## src/rtl/mio_bus_responder_pkg.sv

```systemverilog
// -----------------------------------------------------------------------------
// mio_pkg
// Shared types and constants for the MIO bus responder:
//   mio_state_e - responder FSM states
//   mio_tgt_e   - decoded access target (RAM, LED, SW, CNT, NONE)
//   MIO_*       - base addresses of the mapped regions
//   mio_decode  - byte address -> target; address bits [1:0] are ignored
// -----------------------------------------------------------------------------
package mio_pkg;

    typedef enum logic [1:0] {
        ST_IDLE   = 2'd0,
        ST_ACCESS = 2'd1,
        ST_WAIT   = 2'd2,
        ST_RESP   = 2'd3
    } mio_state_e;

    typedef enum logic [2:0] {
        TGT_RAM  = 3'd0,
        TGT_LED  = 3'd1,
        TGT_SW   = 3'd2,
        TGT_CNT  = 3'd3,
        TGT_NONE = 3'd4
    } mio_tgt_e;

    localparam logic [31:0] MIO_RAM_BASE = 32'h0000_0000;
    localparam logic [31:0] MIO_LED_ADDR = 32'hE000_0000;
    localparam logic [31:0] MIO_SW_ADDR  = 32'hF000_0000;
    localparam logic [31:0] MIO_CNT_ADDR = 32'hF000_0004;

    // The RAM window spans 4 * 2^ram_aw bytes from MIO_RAM_BASE; every
    // address that hits no region decodes to TGT_NONE.
    function automatic mio_tgt_e mio_decode(input logic [31:0] addr,
                                            input int unsigned ram_aw);
        logic [31:0] ram_off;
        ram_off = addr - MIO_RAM_BASE;
        if ((ram_off >> (ram_aw + 2)) == 32'd0)  return TGT_RAM;
        if (addr[31:2] == MIO_LED_ADDR[31:2])    return TGT_LED;
        if (addr[31:2] == MIO_SW_ADDR[31:2])     return TGT_SW;
        if (addr[31:2] == MIO_CNT_ADDR[31:2])    return TGT_CNT;
        return TGT_NONE;
    endfunction

endpackage

```

## src/rtl/mio_bus_responder_if.sv

```systemverilog
// -----------------------------------------------------------------------------
// mio_bus_responder_if
// CPU-side MIO request/response bundle.
//   CPU_MIO   - request valid, held by the CPU until MIO_ready
//   mem_w     - 1 = write, 0 = read
//   addr_bus  - byte address
//   Data_out  - CPU write data
//   Data_in   - read data, meaningful only while MIO_ready = 1
//   MIO_ready - one-cycle completion pulse
// Modports: master (CPU side), slave (responder side).
// -----------------------------------------------------------------------------
interface mio_bus_responder_if;

    logic        CPU_MIO;
    logic        mem_w;
    logic [31:0] addr_bus;
    logic [31:0] Data_out;
    logic [31:0] Data_in;
    logic        MIO_ready;

    modport master (
        output CPU_MIO, mem_w, addr_bus, Data_out,
        input  Data_in, MIO_ready
    );

    modport slave (
        input  CPU_MIO, mem_w, addr_bus, Data_out,
        output Data_in, MIO_ready
    );

endinterface

```

## src/rtl/mio_bus_responder_counter.sv

```systemverilog
// -----------------------------------------------------------------------------
// mio_counter
// 32-bit free-running cycle counter, wraps 0xFFFF_FFFF -> 0.
//   clk      - clock, rising edge
//   rst      - synchronous active-high reset, clears the count
//   load     - replace the count with load_val (visible the next cycle)
//   load_val - value to load
//   count    - current count
// -----------------------------------------------------------------------------
module mio_counter (
    input  logic        clk,
    input  logic        rst,
    input  logic        load,
    input  logic [31:0] load_val,
    output logic [31:0] count
);

    logic [31:0] count_q;

    always_ff @(posedge clk) begin
        if (rst) begin
            count_q <= '0;
        end else if (load) begin
            count_q <= load_val;
        end else begin
            count_q <= count_q + 32'd1;
        end
    end

    assign count = count_q;

endmodule

```

## src/rtl/mio_bus_responder.sv

```systemverilog
// -----------------------------------------------------------------------------
// mio_bus_responder
// MIO-side responder between the CPU core and board RAM/GPIO. A request is
// latched in IDLE, decoded to RAM / LED / switches / cycle counter / nothing,
// and completed with a one-cycle MIO_ready pulse in RESP.
//
// Build option: MIO_WAIT_EN - when defined, RAM accesses spend RAM_WAIT
// extra cycles in WAIT; when undefined, WAIT and its counter are absent.
//
// Parameters: RAM_AW (RAM word-address width), RAM_WAIT (1..15).
// Ports:
//   clk, rst   - clock, synchronous active-high reset
//   bus        - CPU request/response (mio_bus_responder_if.slave)
//   ram_addr   - RAM word address (held from ACCESS until the next request)
//   ram_we     - RAM write strobe, ACCESS cycle only
//   ram_din    - RAM write data
//   ram_dout   - synchronous RAM read data
//   sw         - switch inputs
//   led        - LED register
//
// state  | meaning
// -------+--------------------------------------------------------------
// IDLE   | waiting for CPU_MIO; request is latched on acceptance
// ACCESS | RAM address driven, writes strobed/committed this cycle
// WAIT   | slow-RAM wait cycles (MIO_WAIT_EN builds only)
// RESP   | MIO_ready pulse, Data_in muxed from the selected source
// -----------------------------------------------------------------------------
module mio_bus_responder
    import mio_pkg::*;
#(
    parameter int unsigned RAM_AW   = 10,
    parameter int unsigned RAM_WAIT = 2
) (
    input  logic                clk,
    input  logic                rst,
    mio_bus_responder_if.slave  bus,
    output logic [RAM_AW-1:0]   ram_addr,
    output logic                ram_we,
    output logic [31:0]         ram_din,
    input  logic [31:0]         ram_dout,
    input  logic [15:0]         sw,
    output logic [15:0]         led
);

    mio_state_e        state_q, state_d;
    logic [RAM_AW-1:0] word_q;
    logic [31:0]       wdata_q;
    logic              we_q;
    mio_tgt_e          tgt_q;
    logic [15:0]       led_q;
    logic [31:0]       cnt_val;

    logic accept;
    logic wr_access;
    logic cnt_load;

    assign accept    = (state_q == ST_IDLE) && bus.CPU_MIO;
    assign wr_access = (state_q == ST_ACCESS) && we_q;
    assign cnt_load  = wr_access && (tgt_q == TGT_CNT);

    // Request latch and LED register. The request is decoded once at
    // acceptance, so later changes on addr_bus/Data_out are ignored.
    always_ff @(posedge clk) begin
        if (rst) begin
            state_q <= ST_IDLE;
            word_q  <= '0;
            wdata_q <= '0;
            we_q    <= 1'b0;
            tgt_q   <= TGT_NONE;
            led_q   <= '0;
        end else begin
            state_q <= state_d;
            if (accept) begin
                word_q  <= bus.addr_bus[RAM_AW+1:2];
                wdata_q <= bus.Data_out;
                we_q    <= bus.mem_w;
                tgt_q   <= mio_decode(bus.addr_bus, RAM_AW);
            end
            if (wr_access && (tgt_q == TGT_LED)) begin
                led_q <= wdata_q[15:0];
            end
        end
    end

`ifdef MIO_WAIT_EN
    localparam logic [3:0] WAIT_LAST = 4'(RAM_WAIT - 1);

    // Down-counter: loaded in ACCESS, WAIT ends when it reaches zero,
    // giving exactly RAM_WAIT cycles in WAIT.
    logic [3:0] wait_cnt_q;

    always_ff @(posedge clk) begin
        if (rst) begin
            wait_cnt_q <= '0;
        end else if (state_q == ST_ACCESS) begin
            wait_cnt_q <= WAIT_LAST;
        end else if ((state_q == ST_WAIT) && (wait_cnt_q != 4'd0)) begin
            wait_cnt_q <= wait_cnt_q - 4'd1;
        end
    end
`else
    logic [31:0] unused_ram_wait;
    assign unused_ram_wait = RAM_WAIT;
`endif

    always_comb begin
        state_d = state_q;
        case (state_q)
            ST_IDLE: begin
                if (bus.CPU_MIO) state_d = ST_ACCESS;
            end
            ST_ACCESS: begin
`ifdef MIO_WAIT_EN
                state_d = (tgt_q == TGT_RAM) ? ST_WAIT : ST_RESP;
`else
                state_d = ST_RESP;
`endif
            end
`ifdef MIO_WAIT_EN
            ST_WAIT: begin
                if (wait_cnt_q == 4'd0) state_d = ST_RESP;
            end
`endif
            ST_RESP: begin
                state_d = ST_IDLE;
            end
            default: begin
                state_d = ST_IDLE;
            end
        endcase
    end

    // Response mux is combinational so RAM data arriving on ram_dout in the
    // RESP cycle is forwarded without an extra register stage.
    always_comb begin
        bus.MIO_ready = (state_q == ST_RESP);
        bus.Data_in   = '0;
        if (state_q == ST_RESP) begin
            case (tgt_q)
                TGT_RAM: bus.Data_in = ram_dout;
                TGT_LED: bus.Data_in = {16'h0000, led_q};
                TGT_SW:  bus.Data_in = {16'h0000, sw};
                TGT_CNT: bus.Data_in = cnt_val;
                default: bus.Data_in = '0;
            endcase
        end
    end

    // rst gates the strobe combinationally so a reset landing in ACCESS
    // cannot corrupt RAM.
    assign ram_we   = wr_access && (tgt_q == TGT_RAM) && !rst;
    assign ram_addr = word_q;
    assign ram_din  = wdata_q;
    assign led      = led_q;

    mio_counter u_counter (
        .clk      (clk),
        .rst      (rst),
        .load     (cnt_load),
        .load_val (wdata_q),
        .count    (cnt_val)
    );

endmodule

```

## src/flat_wrapper.sv

```systemverilog
// flat-port wrapper written by rule: the top's interface ports become plain ports
module mio_bus_responder_flat import mio_pkg::*;
#(
    parameter int unsigned RAM_AW   = 10,
    parameter int unsigned RAM_WAIT = 2
)
  (clk, rst, ram_addr, ram_we, ram_din, ram_dout, sw, led, bus_CPU_MIO, bus_mem_w, bus_addr_bus, bus_Data_out, bus_Data_in, bus_MIO_ready);
  mio_bus_responder_if bus_i ();
  input  logic clk;
  input  logic rst;
  output logic [RAM_AW-1:0] ram_addr;
  output logic ram_we;
  output logic [31:0] ram_din;
  input  logic [31:0] ram_dout;
  input  logic [15:0] sw;
  output logic [15:0] led;
  input wire logic [$bits(bus_i.CPU_MIO)-1:0] bus_CPU_MIO;
  input wire logic [$bits(bus_i.mem_w)-1:0] bus_mem_w;
  input wire logic [$bits(bus_i.addr_bus)-1:0] bus_addr_bus;
  input wire logic [$bits(bus_i.Data_out)-1:0] bus_Data_out;
  output wire logic [$bits(bus_i.Data_in)-1:0] bus_Data_in;
  output wire logic [$bits(bus_i.MIO_ready)-1:0] bus_MIO_ready;
  assign bus_i.CPU_MIO = bus_CPU_MIO;
  assign bus_i.mem_w = bus_mem_w;
  assign bus_i.addr_bus = bus_addr_bus;
  assign bus_i.Data_out = bus_Data_out;
  assign bus_Data_in = bus_i.Data_in;
  assign bus_MIO_ready = bus_i.MIO_ready;
  mio_bus_responder #(.RAM_AW(RAM_AW), .RAM_WAIT(RAM_WAIT)) u_core (.clk(clk), .rst(rst), .bus(bus_i), .ram_addr(ram_addr), .ram_we(ram_we), .ram_din(ram_din), .ram_dout(ram_dout), .sw(sw), .led(led));
endmodule
```

## config.mk

```make
export PLATFORM = sky130hd
export DESIGN_NAME = mio_bus_responder_flat
export DESIGN_NICKNAME = d
export VERILOG_FILES = /design/src/rtl/mio_bus_responder_pkg.sv /design/src/rtl/mio_bus_responder_if.sv /design/src/rtl/mio_bus_responder_counter.sv /design/src/rtl/mio_bus_responder.sv /design/src/flat_wrapper.sv
export SDC_FILE = /design/constraint.sdc
export NUM_CORES = 1
export LEC_CHECK = 0
export BUFFER_PORTS_ARGS = -buffer_cell sky130_fd_sc_hd__clkbuf_2
export CORE_UTILIZATION = 48
export CTS_CLUSTER_SIZE = 30
export DETAILED_ROUTE_END_ITERATION = 8
export PLACE_DENSITY = 0.79
export SKIP_CTS_REPAIR_TIMING = 1
export SLEW_MARGIN = 20
export SYNTH_ARGS = -nofsm -noshare
export SYNTH_HDL_FRONTEND = slang
export SYNTH_HIERARCHICAL = 1
export SYNTH_SLANG_ARGS = --single-unit
```

## constraint.sdc

```tcl
create_clock -name clk -period 2.49 [get_ports clk]
set_clock_uncertainty 0.15 [all_clocks]
set_input_delay 0 -clock clk [delete_from_list [all_inputs] [get_ports clk]]
set_output_delay 0 -clock clk [all_outputs]
set_load 0.05 [all_outputs]
```

# Yosys cells after proc, flatten, opt, wreduce, memory -nomap -nowiden
# Cells that the tools add are included.
[totals]
inputBits = 116
word_cells = 58
ff_bits = 96
output_inout_bits = 92
[classes]
eq_ne = 9
muxes = 31
n_reduce_logical = 10
n_addsub = 1
[op_table]
columns = ["cell", "n"]
rows = [
  ["$pmux W32 S4", 1],
  ["$eq A30 B30 Y1 const B", 3],
  ["$mux W32", 2],
  ["$add A32 B1 Y32 const B", 1],
  ["$logic_not A32 Y1", 1],
  ["$mux W3", 8],
  ["$mux W1", 18],
  ["$eq A3 B2 Y1 const B", 2],
  ["$logic_and A1 B1 Y1", 6],
  ["$pmux W2 S2", 1],
  ["$eq A3 B1 Y1 const B", 1],
  ["$logic_not A3 Y1", 1],
  ["$eq A2 B1 Y1 const B", 1],
  ["$eq A2 B2 Y1 const B", 1],
  ["$logic_not A2 Y1", 1],
  ["$mux W2", 1],
  ["$ne A2 B2 Y1 const B", 1],
  ["$logic_not A1 Y1", 1],
]

# Depth between registers and ports, before layout
# Gate-level depths: netlist (run 1).
[depth]
depth_word = 20
ltp_mapped = 12
ltp_nobuf = 7

# Modules after synthesis
# The synthesis (run 1) kept the hierarchy.
[by_module_without_submodules]
columns = ["mod", "seq_area_each_um2", "instances", "area_each_um2", "cells_per_inst"]
rows = [
  ["mio_bus_responder", 1281.2, 1, 3012.9, 392],
  ["mio_counter", 640.6, 1, 1850.5, 227],
]

# Worst setup path after synthesis (run 1)
# Ideal clock, no wire load.
[synth_timing]
path_type = "register to output"
from = "register u_core.tgt_q[2]"
to = "output ram_we"
t_required_ps = 2340
path_buffers = 2
stages_incl_launch_ff = 5
setup_slack_ps = 197
arrival_ps = 2143
path_cell_list = "dfxtp_1 > buf_2 > nor3_2 > buf_2 > nor3b_1"
[synth_via]
elab_chain_cells = 3
[synth_rtl]
columns = ["item", "line_no", "text"]
rows = [
  ["start: declaration", "mio_bus_responder.sv:49", "mio_tgt_e tgt_q;"],
  ["start signal: assignment", "mio_bus_responder.sv:77", "tgt_q <= mio_decode(bus.addr_bus, RAM_AW);"],
  ["$logic_not A3 Y1", "mio_bus_responder.sv:151", "assign ram_we = wr_access && (tgt_q == TGT_RAM) && !rst;"],
  ["$logic_and A1 B1 Y1 (2 in series)", "mio_bus_responder.sv:151", ""],
  ["end: declaration", "flat_wrapper.sv:12", "output logic ram_we;"],
]
# Every way passes these cells.

# Worst setup path in the final report (run 1)
[layout_timing]
from = "register u_core.u_counter.count_q[1], in the netlist u_core/u_counter/count[1]"
to = "register u_core.u_counter.count_q[26], in the netlist u_core/u_counter/count[26]"
[layout_via]
elab_chain_cells = 2
[layout_rtl]
columns = ["item", "line_no", "text"]
rows = [
  ["start: declaration", "mio_bus_responder_counter.sv:18", "logic [31:0] count_q;"],
  ["start signal: assignment", "mio_bus_responder_counter.sv:24", "count_q <= load_val;"],
  ["start signal: assignment", "mio_bus_responder_counter.sv:26", "count_q <= count_q + 32'd1;"],
  ["$add A32 B1 Y32", "mio_bus_responder_counter.sv:26", ""],
  ["$mux W32", "mio_bus_responder_counter.sv:23", "end else if (load) begin"],
]
# Every way passes these cells.
# A chain may end at the register's enable or synchronous reset.

==> results.py, run 1 <==
metrics = {
    "yosys": {
        "synth.net_count": 736,
        "ys.flop_type": "dfxtp_1",
        "ys_seq_area_share_pct": 39.52,
        "syn-cell-area_sq_um": 4863,
        "synth_area_leaders": "dfxtp_1, nand2_1, a21oi_1",
        "synth_top_area_share_pct": 39.52,
        "yosysUniqueCellTypes": 57,
        "synth.largest_area_cell": "dfxtp_1",
        "synth_edf_count": 0,
        "syn_area_per_cell_sq_um": 7.857,
        "async_flop_share_pct": 0,
        "yosys_warnings": 6,
        "ys_ff_latch": 96,
        "syn_inst": 619,
    },
    "worst_setup_path": {
        "end_kind": "register",
        "cp_cell_sequence": "ha_2 -> nand4_1 -> or3_4 -> or4_1 -> a311oi_1",
        "critPathBufInv": 0,
        "r2r_cells": 5,
        "cpMaxStageDelayCell": "or4_1",
        "rrSetupSlack_ps": 130,
        "crit_family": "simple AND/OR/NAND/NOR gates",
        "cp-start-kind": "register",
        "critical_path_class": "reg -> reg",
        "crit_cells": 5,
        "cp.arrival_ps": 2490,
        "max_stage_delay_ps": 530,
        "path_max_fanout": 10,
        "crit_required_ps": 2620,
    },
    "clock_tree": {
        "clockBufferDepth": 2,
        "cts_root_buf": "clkbuf_8",
        "cts_tree": "built",
        "cts.htree.levels": 3,
        "clock-sinks": 96,
        "cts_made_buffers": 9,
        "clk_pin_slew_worst_paths_ps": 90,
        "clock_latency_ps": 370,
    },
    "timing": {
        "min_period_over_period_pct": 94.69,
        "hold_viol": 15,
        "hold_slack_ps": -28.53,
        "slew_violations": 0,
        "slew-limit-headroom_pct": 61.25,
        "fin_crit_ps": 2358,
        "setup_viol": 0,
        "tightestPinTransition_ps": 581.3,
        "clock.fmax_ghz": 0.4241,
    },
    "detailed_routing": {
        "wirelength_microns": 16420,
        "viasPerCell": 5.678,
        "drt-initial-drc-count": 500,
        "ant_nets": 0,
        "routedWlPerCell_microns": 16.37,
        "drc": 0,
        "via_count": 5695,
        "dr.pass1.iters": 6,
    },
    "min_path": {
        "hold_class": "in -> reg",
        "min_path_cells": 2,
    },
    "status": {
        "violations": "negative hold slack",
        "status": "complete, but fails checks",
    },
    "finish": {
        "antennaDiodeCount": 0,
        "instances_no_fill": 1003,
        "syn2layout_area_growth_pct": 39.39,
        "mostFrequentLayoutCell": "clkbuf_2",
        "finish.utilization_pct": 69.04,
        "fillers": 845,
        "nNetsFinal": 984,
        "final_cell_mix": "clkbuf_2, nand2_1, dfxtp_1, a21oi_1, dlygate4sd3_1",
        "drive_gt1_share_pct": 30.11,
    },
    "placed_design": {
        "placed_cells": 935,
        "port_buffers": 205,
        "dp.final_hpwl_microns": 11190,
        "place.gp.congestion": 0.8286,
    },
    "power": {
        "peakVddDrop_uv": 386.1,
        "p_per_area_nw_per_um2": 470.9,
        "total_leakage_power_uw": 0.002728,
    },
    "grt": {
        "grt_remaining_overflow": 0,
        "antenna_found_initial": 0,
        "grt_max_degree": 57,
        "grt_pass1_vias": 4760,
        "grt_usage_pct": 28.43,
        "grt_pass1_wl_microns": 23120,
    },
    "floorplanning": {
        "fp.dieW_microns": 102.7,
        "initial_core_util_pct": 49.53,
        "core_sq_um": 9819,
        "fp.dieH_microns": 102.7,
        "placementRows": 36,
        "io_pins": 208,
        "die_area_sq_um": 10540,
    },
    "flow_run": {
        "drv_cap": 0,
    },
}
-- where the power goes --
part	internal (uW)	switching, uW	leakage (uW)
Combinational	203	327	0.00186
Clock	455	560	0.0000876
Sequential	1590	60.1	0.000781
-- synth_stat cells, drive strengths merged (3+ instances only) --
cell type / n
a211oi: 12
a21oi: 79
a22oi: 50
a311o: 3
a311oi: 12
and3: 4
and4: 7
buf: 18
clkbuf: 30
dfxtp: 96
inv: 10
nand2: 134
nand3: 12
nand4: 9
nor2: 45
nor3: 12
nor3b: 5
nor4: 10
o211ai: 3
o21ai: 5
o31ai: 8
or3: 6
or4: 14
xnor2: 7
xor2: 5
-- sequential cells by signal (all words and copies together) (netlist names) --
name,cells
u_core/ram_din,32
u_core/u_counter/count,32
u_core/led,16
u_core/ram_addr,10
u_core/tgt_q,3
u_core/state_q,2
u_core/we_q,1
-- cell type report --
cell class	instances	area, sq um	share of cell area [%]
clock inverters	5	58.81	0.8675
repair buffers	285	1764	26.02
flip-flops and latches	96	1922	28.35
inverters	11	41.29	0.6091
clock buffers	9	123.9	1.827
multi-input cells	464	2703	39.87
well taps	133	166.4	2.455
-- cells by family (layout without fill, tap and decap cells) --
group / count (synthesis) / in the layout / synth area share (%)
and+or+nand+nor: 270 / 270 / 28.48
AOI/OAI and AO/OA: 180 / 180 / 24.11
adders and majority gates: 1 / 1 / 0.2572
DFF: 96 / 96 / 39.52
buffers and inverters: 59 / 310 / 5.274
muxes: 1 / 1 / 0.2058
xor gates and xnor gates: 12 / 12 / 2.161
-- worst paths after layout --
check | from | end
hold reg to reg | u_core/ram_addr[8] | u_core/ram_addr[8]
hold / removal | rst | u_core/we_q
setup / recovery | u_core/u_counter/count[1] | u_core/u_counter/count[26]
setup reg to reg | u_core/u_counter/count[1] | u_core/u_counter/count[26]
-- metrics by stage --
step,total power [uW],setup TNS [ps],worst slack (ps),area (sq um)
after floorplan,1944,0,197.1,4863
after global placement,2121,0,178.2,6045
after detailed placement,2131,0,58.86,6045
after CTS,3113,0,27.52,6227
after global routing,3311,-11.36,-11.36,6779
final,3192,0,132.3,6779
-- routing by layer --
| layer | part of all wire (%) | vias to the layer above | GRT usage, % |
|---|---|---|---|
| met3 | 8.3 | 29 | 6.576 |
| met5 | 0 | - | 0 |
| met1 | 40 | 2629 | 36.49 |
| met4 | 2.1 | 0 | 10.88 |
| li1 | - | 2746 | - |
| met2 | 49 | 291 | 46.41 |
Power figures use the tool's default switching activity.
==> run 2: changes to the inputs <==
--- a/config.mk
+++ b/config.mk
@@ -6,10 +6,10 @@
 export NUM_CORES = 1
 export LEC_CHECK = 0
 export BUFFER_PORTS_ARGS = -buffer_cell sky130_fd_sc_hd__clkbuf_2
-export CORE_UTILIZATION = 48
+export CORE_UTILIZATION = 46
 export CTS_CLUSTER_SIZE = 30
 export DETAILED_ROUTE_END_ITERATION = 8
-export PLACE_DENSITY = 0.79
+export PLACE_DENSITY = 0.77
 export SKIP_CTS_REPAIR_TIMING = 1
 export SLEW_MARGIN = 20
 export SYNTH_ARGS = -nofsm -noshare
==> constraint.sdc (replaced) <==
create_clock -name clk -period 2.62 [get_ports clk]
set_clock_uncertainty 0.15 [all_clocks]
set_input_delay 0 -clock clk [delete_from_list [all_inputs] [get_ports clk]]
set_output_delay 0 -clock clk [all_outputs]
set_load 0.05 [all_outputs]
==> run 2 against run 1 <==
  * The flow still finishes with violations (negative hold slack)
  * Register-to-register slack improved by 50 ps
  * Setup slack improved by 46 ps
  * Utilization is 4.0 points lower
  * Cell count down 0.70%
  * Die area grew 4.3%
  * Global-route usage is 1.5 points lower
  * Power shrank 3.7%
==> results.py, run 2 (synthesized netlist as in run 1, its figures left out) <==
metrics = {
    "status": {
        "status": "complete, but fails checks",
        "violations": "negative hold slack",
    },
    "worst_setup_path": {
        "critical_path_class": "reg -> reg",
        "cp-start-kind": "register",
        "crit_required_ps": 2740,
        "end_kind": "register",
        "path_max_fanout": 10,
        "cpMaxStageDelayCell": "or3_1",
        "cp.arrival_ps": 2570,
        "cp_cell_sequence": "ha_1 -> nand4_1 -> or3_1 -> or4_1 -> a311oi_1",
        "max_stage_delay_ps": 570,
    },
    "timing": {
        "setup_slack_ps": 178.6,
        "tightestPinTransition_ps": 775.2,
        "clock.fmax_ghz": 0.4096,
        "setup_viol": 0,
        "hold_viol": 1,
        "slew_violations": 0,
        "slew-limit-headroom_pct": 48.32,
        "hold_slack_ps": -6.448,
        "rsz0062_at_grt": "false",
        "fin_crit_ps": 2441,
        "tns_ps": 0,
        "min_period_over_period_pct": 93.19,
    },
    "detailed_routing": {
        "routedWlPerCell_microns": 15.89,
        "drt-initial-drc-count": 511,
        "ant_nets": 0,
        "via_count": 5668,
        "wirelength_microns": 15830,
        "drc": 0,
        "dr.pass1.iters": 5,
        "viasPerCell": 5.691,
    },
    "finish": {
        "syn2layout_area_growth_pct": 37.46,
        "antennaDiodeCount": 0,
        "drive_gt1_share_pct": 29.77,
        "mostFrequentLayoutCell": "clkbuf_2",
        "nNetsFinal": 972,
        "final_cell_mix": "clkbuf_2, nand2_1, dfxtp_1, a21oi_1, a22oi_1",
    },
    "grt": {
        "grt_usage_pct": 26.94,
        "grt_pass1_vias": 4953,
        "antenna_found_initial": 0,
        "grt_remaining_overflow": 0,
        "grt_pass1_wl_microns": 23760,
        "grt_max_degree": 66,
    },
    "floorplanning": {
        "initial_core_util_pct": 47.32,
        "fp.dieH_microns": 104.8,
        "io_pins": 208,
        "fp.dieW_microns": 104.8,
        "die_area_sq_um": 10990,
        "placementRows": 37,
        "core_sq_um": 10280,
    },
    "clock_tree": {
        "cts.htree.levels": 3,
        "clockBufferDepth": 2,
        "cts_made_buffers": 9,
        "cts_tree": "built",
        "clock-sinks": 96,
        "clock_latency_ps": 370,
        "cts_root_buf": "clkbuf_8",
        "clk_pin_slew_worst_paths_ps": 90,
    },
    "placed_design": {
        "port_buffers": 205,
        "dp.final_hpwl_microns": 10960,
        "place.gp.congestion": 0.8738,
        "place_ws_ps": 187.9,
    },
    "power": {
        "peakVddDrop_uv": 357.8,
        "p_per_area_nw_per_um2": 460.1,
        "power.total_uw": 3076,
        "total_leakage_power_uw": 0.002673,
    },
    "min_path": {
        "hold_class": "in -> reg",
    },
    "flow_run": {
        "drv_cap": 0,
    },
}
## run 2: cell count changes in the layout (fill, tap and decap cells not counted), sizes merged
cell / before / now
clkbuf: 213 / 216
clkinvlp: 2 / 1
dlygate4sd3: 54 / 46
buf: 27 / 23
## run 2: critical path: cells and delay by family (launching register included)
| family | cells | cell delay, ps |
|---|---|---|
| AO/OA/AOI/OAI | 1 | 280 |
| adder cells (fa/ha/maj) | 1 | 250 |
| flip-flops | 1 | 400 |
| AND/OR/NAND/NOR | 3 | 1270 |
## run 2: final timing paths
check	endpoint	slack (ps)	cells past startpoint	start
setup / recovery	u_core/u_counter/count[26]	180	5	u_core/u_counter/count[0]
hold / removal	u_core/tgt_q[2]	-6	4	bus_addr_bus[16]
setup reg to reg	u_core/u_counter/count[26]	180	5	u_core/u_counter/count[0]
hold reg to reg	u_core/ram_addr[9]	310	2	u_core/ram_addr[9]
## run 2: layer usage
metal | part of all wire [%] | vias up | track usage, %
met5 | 0 | - | 0
met4 | 1.7 | 0 | 8.249
li1 | - | 2726 | -
met1 | 41 | 2653 | 34.62
met2 | 50 | 269 | 44.70
met3 | 6.9 | 20 | 6.363
## run 2: power by group
group	switching [uW]	internal [uW]	leakage, uW
sequential	55.7	1510	0.000781
combinational	304	181	0.00179
clock	531	496	0.000103
total	890	2190	0.00267
## run 2: area by class of cell
| cell class | count | area, sq um |
|---|---|---|
| Timing Repair Buffer | 273 | 1654 |
| Inverter | 11 | 41.29 |
| Sequential cell | 96 | 1922 |
| Fill cell | 926 | 3592 |
| Clock buffer | 12 | 155.1 |
| Clock inverter | 4 | 51.30 |
| Tap cell | 136 | 170.2 |
| Multi-Input combinational cell | 464 | 2691 |
## run 2: metrics by stage
stage / cell area, sq um / hold slack (ps) / cells / util (%)
after CTS: 6225 / -322.4 / 950 / 60.57
after floorplan: 4863 / -14.01 / 619 / -
after global routing: 6685 / 1.171 / 996 / 65.05
final: 6685 / -6.448 / 996 / 65.05
after detailed placement: 6018 / 79.43 / 934 / 58.56
after global placement: 6018 / 78.07 / 934 / 58.56
